**src/rtl/mem_target.sv**
```systemverilog
// Single-port program/data memory acting as the bus target of the CPU controller.
// Fixed-latency reads, one commit per write pulse, sticky protocol-error flag, idle-time preload port.
module mem_target #(
  parameter int AWIDTH = 5,
  parameter int DWIDTH = 8,
  parameter int RD_LAT = 1
) (
  input  logic              clk,
  input  logic              rst_n,
  input  logic [AWIDTH-1:0] addr,
  input  logic              rd,
  input  logic              wr,
  input  logic [DWIDTH-1:0] data_in,
  output logic [DWIDTH-1:0] data_out,
  output logic              data_vld,
  input  logic              ld_valid,
  output logic              ld_ready,
  input  logic [AWIDTH-1:0] ld_addr,
  input  logic [DWIDTH-1:0] ld_data,
  input  logic              err_clr,
  output logic              bus_err
);

  localparam int DEPTH = 1 << AWIDTH;
  localparam int CW    = 2;
  localparam logic [CW-1:0] CNT_LOAD = CW'(RD_LAT - 1);

  typedef enum logic [1:0] {
    IDLE    = 2'd0,
    RD_WAIT = 2'd1,
    RD_HOLD = 2'd2,
    WR_HOLD = 2'd3
  } state_t;

  state_t              r_state;
  state_t              w_state_nxt;
  logic [CW-1:0]       r_cnt;
  logic [CW-1:0]       w_cnt_nxt;
  logic [AWIDTH-1:0]   r_addr_q;
  logic [AWIDTH-1:0]   w_addr_q_nxt;
  logic                r_data_vld;
  logic                w_data_vld_nxt;
  logic [DWIDTH-1:0]   r_data_out;
  logic                r_bus_err;
  logic                w_load_dout;
  logic                w_err_set;
  logic                w_mem_we;
  logic [AWIDTH-1:0]   w_mem_addr;
  logic [DWIDTH-1:0]   w_mem_din;
  logic [DWIDTH-1:0]   r_mem [DEPTH];

  // Preload only when no bus strobe is pending; a strobe always wins the port.
  assign ld_ready = (r_state == IDLE) && !rd && !wr;

  always_comb begin
    w_state_nxt    = r_state;
    w_cnt_nxt      = r_cnt;
    w_addr_q_nxt   = r_addr_q;
    w_data_vld_nxt = r_data_vld;
    w_load_dout    = 1'b0;
    w_err_set      = 1'b0;
    w_mem_we       = 1'b0;
    w_mem_addr     = addr;
    w_mem_din      = data_in;
    case (r_state)
      IDLE: begin
        if (rd && wr) begin
          w_err_set = 1'b1;
        end else if (rd) begin
          w_addr_q_nxt = addr;
          w_cnt_nxt    = CNT_LOAD;
          w_state_nxt  = RD_WAIT;
        end else if (wr) begin
          w_mem_we    = 1'b1;
          w_state_nxt = WR_HOLD;
        end else if (ld_valid) begin
          w_mem_we   = 1'b1;
          w_mem_addr = ld_addr;
          w_mem_din  = ld_data;
        end
      end
      RD_WAIT: begin
        if (!rd) begin
          w_state_nxt = IDLE;
        end else if (wr) begin
          w_err_set   = 1'b1;
          w_state_nxt = IDLE;
        end else if (addr != r_addr_q) begin
          w_addr_q_nxt = addr;
          w_cnt_nxt    = CNT_LOAD;
        end else if (r_cnt == '0) begin
          w_load_dout    = 1'b1;
          w_data_vld_nxt = 1'b1;
          w_state_nxt    = RD_HOLD;
        end else begin
          w_cnt_nxt = r_cnt - 1'b1;
        end
      end
      RD_HOLD: begin
        // A write during a read is flagged even if the address also moved.
        if (!rd) begin
          w_data_vld_nxt = 1'b0;
          w_state_nxt    = IDLE;
        end else if (wr) begin
          w_err_set      = 1'b1;
          w_data_vld_nxt = 1'b0;
          w_state_nxt    = IDLE;
        end else if (addr != r_addr_q) begin
          w_data_vld_nxt = 1'b0;
          w_addr_q_nxt   = addr;
          w_cnt_nxt      = CNT_LOAD;
          w_state_nxt    = RD_WAIT;
        end
      end
      WR_HOLD: begin
        if (!wr) begin
          w_state_nxt = IDLE;
        end else if (rd) begin
          w_err_set = 1'b1;
        end
      end
      default: w_state_nxt = IDLE;
    endcase
  end

  always_ff @(posedge clk or negedge rst_n) begin
    if (!rst_n) begin
      r_state    <= IDLE;
      r_cnt      <= '0;
      r_addr_q   <= '0;
      r_data_vld <= 1'b0;
      r_data_out <= '0;
      r_bus_err  <= 1'b0;
    end else begin
      r_state    <= w_state_nxt;
      r_cnt      <= w_cnt_nxt;
      r_addr_q   <= w_addr_q_nxt;
      r_data_vld <= w_data_vld_nxt;
      if (w_load_dout) begin
        r_data_out <= r_mem[r_addr_q];
      end
      if (w_err_set) begin
        r_bus_err <= 1'b1;
      end else if (err_clr) begin
        r_bus_err <= 1'b0;
      end
    end
  end

  // Array is never reset; the write is gated so nothing commits while reset is held.
  always_ff @(posedge clk) begin
    if (w_mem_we && rst_n) begin
      r_mem[w_mem_addr] <= w_mem_din;
    end
  end

  assign data_out = r_data_out;
  assign data_vld = r_data_vld;
  assign bus_err  = r_bus_err;

endmodule

```
**config.mk**
```make
export PLATFORM = sky130hd
export DESIGN_NAME = mem_target
export DESIGN_NICKNAME = d
export VERILOG_FILES = /design/src/rtl/mem_target.sv
export SDC_FILE = /design/constraint.sdc
export NUM_CORES = 1
export LEC_CHECK = 0
export ABC_CLOCK_PERIOD_IN_PS = 3900
export CORE_ASPECT_RATIO = 0.5
export CORE_UTILIZATION = 35
export CTS_BUF_LIST = sky130_fd_sc_hd__clkbuf_2
export CTS_CLUSTER_DIAMETER = 50
export DETAILED_ROUTE_END_ITERATION = 10
export HOLD_SLACK_MARGIN = 0.15
export SLEW_MARGIN = 20
export SYNTH_ARGS = -nofsm -noshare
export SYNTH_HDL_FRONTEND = slang
export SYNTH_SLANG_ARGS = --single-unit
```
**constraint.sdc**
```tcl
create_clock -name clk -period 3.9 [get_ports clk]
set_input_delay 1.17 -clock clk [delete_from_list [all_inputs] [get_ports clk]]
set_output_delay 1.17 -clock clk [all_outputs]
set_load 0.02 [all_outputs]
```
; ---- After elaboration in Yosys (flattened, before gate mapping)
; Memory sizes are Yosys's and may differ from the RTL's. A register that Yosys moved wholly into a read port is not among the register bits.
; Index checks and enable logic that the tools add are counted.
[totals]
register_bits = 11
ram_bits = 256
input_bits = 32
output_inout_bits = 11
wordCells = 113
memories = 1
[mem_list]
columns = memory, words, width, read_ports, rd_ports_with_merged_regs, write_ports, line_no
row1 = r_mem, 32, 8, 1, 1, 1, 50  ; logic [DWIDTH-1:0] r_mem [DEPTH];
[op_classes]
addsub = 1
n_eq_ne = 22
n_mux = 66
n_reduce_logical = 18
[ops]
columns = op, count
row1 = two-way mux 5 bit, 10
row2 = two-way mux 2 bit, 20
row3 = two-way mux 8 bit, 5
row4 = two-way mux 1 bit, 26
row5 = inequality test 2 bit (second input constant), 11
row6 = AND reduction 6 bit, 3
row7 = inequality test 4 bit (second input constant), 3
row8 = case mux 5 bit (2 select lines), 1
row9 = AND reduction 9 bit, 1
row10 = case mux 2 bit (4 select lines), 1
row11 = inequality test 3 bit (second input constant), 2
row12 = case mux 2 bit (3 select lines), 1
row13 = nonzero test 2 bit, 3
row14 = inequality test 5 bit, 1
row15 = equality test 2 bit (second input constant), 2
row16 = logical AND 1 bit, 4
row17 = logical NOT 2 bit, 2
row18 = inequality test 2 x 1 -> 1 bit (second input constant), 2
row19 = logical NOT 1 bit, 3
row20 = case mux 1 bit (3 select lines), 1
row21 = nonzero test 3 bit, 1
row22 = equality test 2 x 1 -> 1 bit (second input constant), 1
row23 = case mux 1 bit (2 select lines), 1
row24 = OR reduction 2 bit, 1
row25 = subtractor 2 x 1 -> 2 bit (second input constant), 1

; ---- Longest topological paths before layout
[depth]
ltp_word = 8
mapped_depth = 9
ltp_nobuf = 7

; ---- Worst setup path before layout
; OpenSTA, ideal clock, no wires.
[synth_timing]
path_type = input-to-reg
start = input port wr
end = memory r_mem[11][0] (enable)
setup_ns = 0.370
t_arrival_ns = 2.676
required_ns = 3.530
setup_slack_ns = 0.854
cell_stages = 8
cell_sequence = clkbuf_1 nor4bb_1 buf_2 buf_2 nand3_1 o21ai_0 nand2_1 nor2_1
[synth_via]
elab_chain_cells = 7
elab_cells_between_ends = 12
classes_between = mux (10) / reduce/logical (2)
[synth_rtl]
columns = element, line_no
row1 = "start, declared", 12  ; input logic wr,
row2 = two-way mux 1 bit, 73  ; end else if (wr) begin
row3 = two-way mux 1 bit, 69  ; end else if (rd) begin
row4 = two-way mux 1 bit, 67  ; if (rd && wr) begin
row5 = two-way mux 1 bit, 65  ; case (r_state)
row6 = logical AND 1 bit, 152  ; if (w_mem_we && rst_n) begin
row7 = two-way mux 1 bit, 152
row8 = two-way mux 1 bit (implied by the code), 153  ; r_mem[w_mem_addr] <= w_mem_din;
row9 = "end, declared", 50
; Parallel ways exist; a longest one is shown, timed or not.

; ---- Worst setup path in the final report
[layout_timing]
start = input port rd
end = output port ld_ready
[layout_via]
elab_chain_cells = 3
[layout_rtl]
columns = element, line_no
row1 = "start, declared", 11  ; input logic rd,
row2 = logical NOT 1 bit, --
row3 = logical AND 1 bit (2 in a row), 53  ; assign ld_ready = (r_state == IDLE) && !rd && !wr;
row4 = "end, declared", 17  ; output logic ld_ready,
; No other way between the ends.

==> results.ini <==
[floorplanning]
fp.dieW_um=257.1
rows=46
dieArea_sq_um=33300
initial_core_util_pct=35.77
core_sq_um=31830
fp.dieH_um=129.5
pin_count=43

[sta]
worst_slew_pin_slew_ns=1.043
setup_viol=0
finalHoldViolCount=0
fin_crit_sh_pct=86.31
holdWs_ns=0.5097
skew_ns=0.05323
setup_slack_ns=0.5337
maxSlewViolCount=0
final.setup.tns_ns=0
rsz0062_at_grt=false
fmax_mhz=297.1
layout_min_cycle_time_ns=3.366
slew_headroom_pct=30.00

[cts]
cts_buffer_depth=3
cts_buffers=67
cts.sinks=275
clk_pin_slew_ns=0.11
cts_root_buf=clkbuf_2
cts_setup_buffers=0
htree_levels=3
cts_tree=yes
worstSkewPairLatency_ns=0.84

[placement]
routabilityCongestion=0.7849
place_area_sq_um=12570
post-place-ws_ns=0.06875
dpl.hpwl_um=16830
port_buffers=42
placedCellCount=1139

[synth]
async_flop_share_pct=6.909
synth.distinct_cells=52
syn_area_sq_um=11380
yosysTopAreaCell=edfxtp_1
syn-num-nets=684
synthFlopType=edfxtp_1
synth_area_per_cell_sq_um=17.60
ys_ff_latch=275
synth_seq_area_share_pct=71.70
synthTopCellsByArea=edfxtp_1, mux4_2, dfrtp_1
synth_warnings=0
yosysTopAreaCellShare_pct=67.52
synth_edf_count=256
netlist_instances=647

[pwr]
p_leak_uw=0.004501
p_per_area_nw_per_um2=600.1
ir_drop_uv=305.5

[detailed_routing]
drtIter0Drc=543
wl_um=27000
drc=0
via_per_inst=5.153
dr.pass1.iters=5
antenna_left=0
routedWlPerCell_um=21.44
vias=6488

[critical_path]
cp_slowest_cell=clkdlybuf4s50_1
required_ns=2.73
crit_chain=clkdlybuf4s50_1 > nand2b_1 > nor2_1 > dlymetal6s2s_1
crit_type=in2out
critPathMaxFanout=2
arrival_ns=2.20
cpPeakStageDelay_ns=0.43
r2r-start=r_state[0]$_DFFE_PN0P_
end_kind=primary output
startpoint_type=input port
startpoint=rd

[grt]
grt_pass1_wl_um=39590
grt_use_total_pct=16.29
grt_max_degree=53
gr-total-overflow=0
antenna_found_initial=1
grt_pass1_vias=6515

[layout]
drive_gt1_share_pct=28.09
final_cells=1259
nFillCells=2826
fin_area_sq_um=13270
area_growth_pct=16.54
layout.nets=813

[job]
max_cap_violations=0

[min_path]
hold_start=data_vld$_DFFE_PN0P_
hold_path.class=reg2reg

[status]
status=completed

[per-layer routing]
metal	track usage, %	vias to the layer above	wire length (um)	share of wire [%]
li1	-	2896	-	-
met1	21.72	3308	11810	44
met2	26.68	223	12910	48
met3	3.365	61	1683	6.2
met4	5.847	0	598	2.2
met5	0	-	0	0
[cell usage after synthesis (all sizes together), types with 2 or more instances]
master and number:
nand2b 9, ha 5, a221oi 5, edfxtp 256, or3 6, o22ai 7, a21o 2, a22o 3
a22oi 5, nand2 35, mux2i 22, o31ai 3, nand3 26, and3b 2, nor2 49, o21ai 15
mux4 51, clkbuf 8, nor2b 5, a21oi 3, dfrtp 19, a32oi 5, nand4 4, mux2 21
buf 25, nor3b 3, inv 11, nand3b 3, xnor2 5, a31oi 6, or3b 2, nor3 9
o311ai 2, o211ai 4
[cells by family after synthesis]
| family | after synthesis | synth area share [%] |
|---|---|---|
| flip-flops | 275 | 71.70 |
| AND/OR/NAND/NOR | 157 | 6.715 |
| multiplexers | 94 | 14.30 |
| AO/OA/AOI/OAI | 67 | 4.209 |
| buffers and inverters | 44 | 2.143 |
| XOR/XNOR | 5 | 0.3846 |
| adder cells (fa/ha/maj) | 5 | 0.5495 |
[power breakdown]
part	total, uW	internal, uW	switching [uW]
sequential	3640	3340	306
combinational	2220	1050	1170
clock	2100	939	1160
[layout by cell type, fill, tap and decap left out, types with 3 or more instances in the layout]
master | synthesis | routed
edfxtp_1 | 256 | 256
clkbuf_2 | 1 | 97
nor2_1 | 49 | 49
buf_4 | 4 | 49
mux4_2 | 45 | 45
clkdlybuf4s50_1 | 0 | 41
nand2_1 | 35 | 35
nand3_1 | 26 | 26
mux2i_1 | 22 | 22
mux2_2 | 21 | 21
dfrtp_1 | 19 | 17
clkinv_1 | 0 | 12
inv_1 | 11 | 11
o21ai_0 | 10 | 10
nand2b_1 | 9 | 9
nor3_1 | 9 | 9
o22ai_1 | 7 | 7
or3_1 | 6 | 6
a31oi_1 | 6 | 6
mux4_1 | 6 | 6
o21ai_1 | 5 | 5
xnor2_1 | 5 | 5
nor2b_1 | 5 | 5
a22oi_1 | 5 | 5
a221oi_1 | 5 | 5
a32oi_1 | 5 | 5
nand4_1 | 4 | 4
o211ai_1 | 4 | 4
ha_1 | 5 | 4
bufinv_16 | 0 | 4
nand3b_1 | 3 | 3
nor3b_1 | 3 | 3
o31ai_1 | 3 | 3
a22o_1 | 3 | 3
a21oi_1 | 3 | 3
[repair_timing]
action,CTS,global route
resized for setup,0,2
hold buffers,0,0
setup endpoints to repair,0,1
[critical path: cells and delay by family]
| family | cells | cell delay [ns] |
|---|---|---|
| buf+inv | 2 | 0.69 |
| simple gates | 2 | 0.33 |
[stage by stage]
stage,power [uW],utilization [%]
after CTS,8045,41.66
after floorplan,5239,-
after global routing,8351,41.69
after detailed placement,5935,39.50
after global placement,5919,39.50
final,7962,41.69
[cell type report]
cell class / instances / area, sq um / share of cell area (%)
diodes: 1 / 2.502 / 0.01886
multi-input cells: 328 / 2995 / 22.58
clock buffers: 97 / 485.5 / 3.659
inverters: 11 / 41.29 / 0.3112
flip-flops and latches: 275 / 8168 / 61.56
well taps: 432 / 540.5 / 4.074
repair buffers: 93 / 830.8 / 6.262
clock inverters: 22 / 203.9 / 1.537
[sequential cells by signal, indices dropped and copies added, names as in the netlist]
| name | cells |
|---|---|
| data_out | 8 |
| r_state | 2 |
| r_cnt | 2 |
| r_addr_q | 5 |
| data_vld | 1 |
| r_mem | 256 |
| bus_err | 1 |
[worst paths after layout]
kind	end	slack [ns]	cells after the start
max	ld_ready	0.53	4
min	data_vld$_DFFE_PN0P_	0.51	1
max reg2reg	r_mem[4][7]$_DFFE_PP_	0.93	8
min reg2reg	data_vld$_DFFE_PN0P_	0.51	1
max in group asynchronous	r_addr_q[0]$_DFFE_PN0P_	2.84	2
min in group asynchronous	r_state[0]$_DFFE_PN0P_	0.76	2
Note: power is estimated with default switching activity, not from simulation.
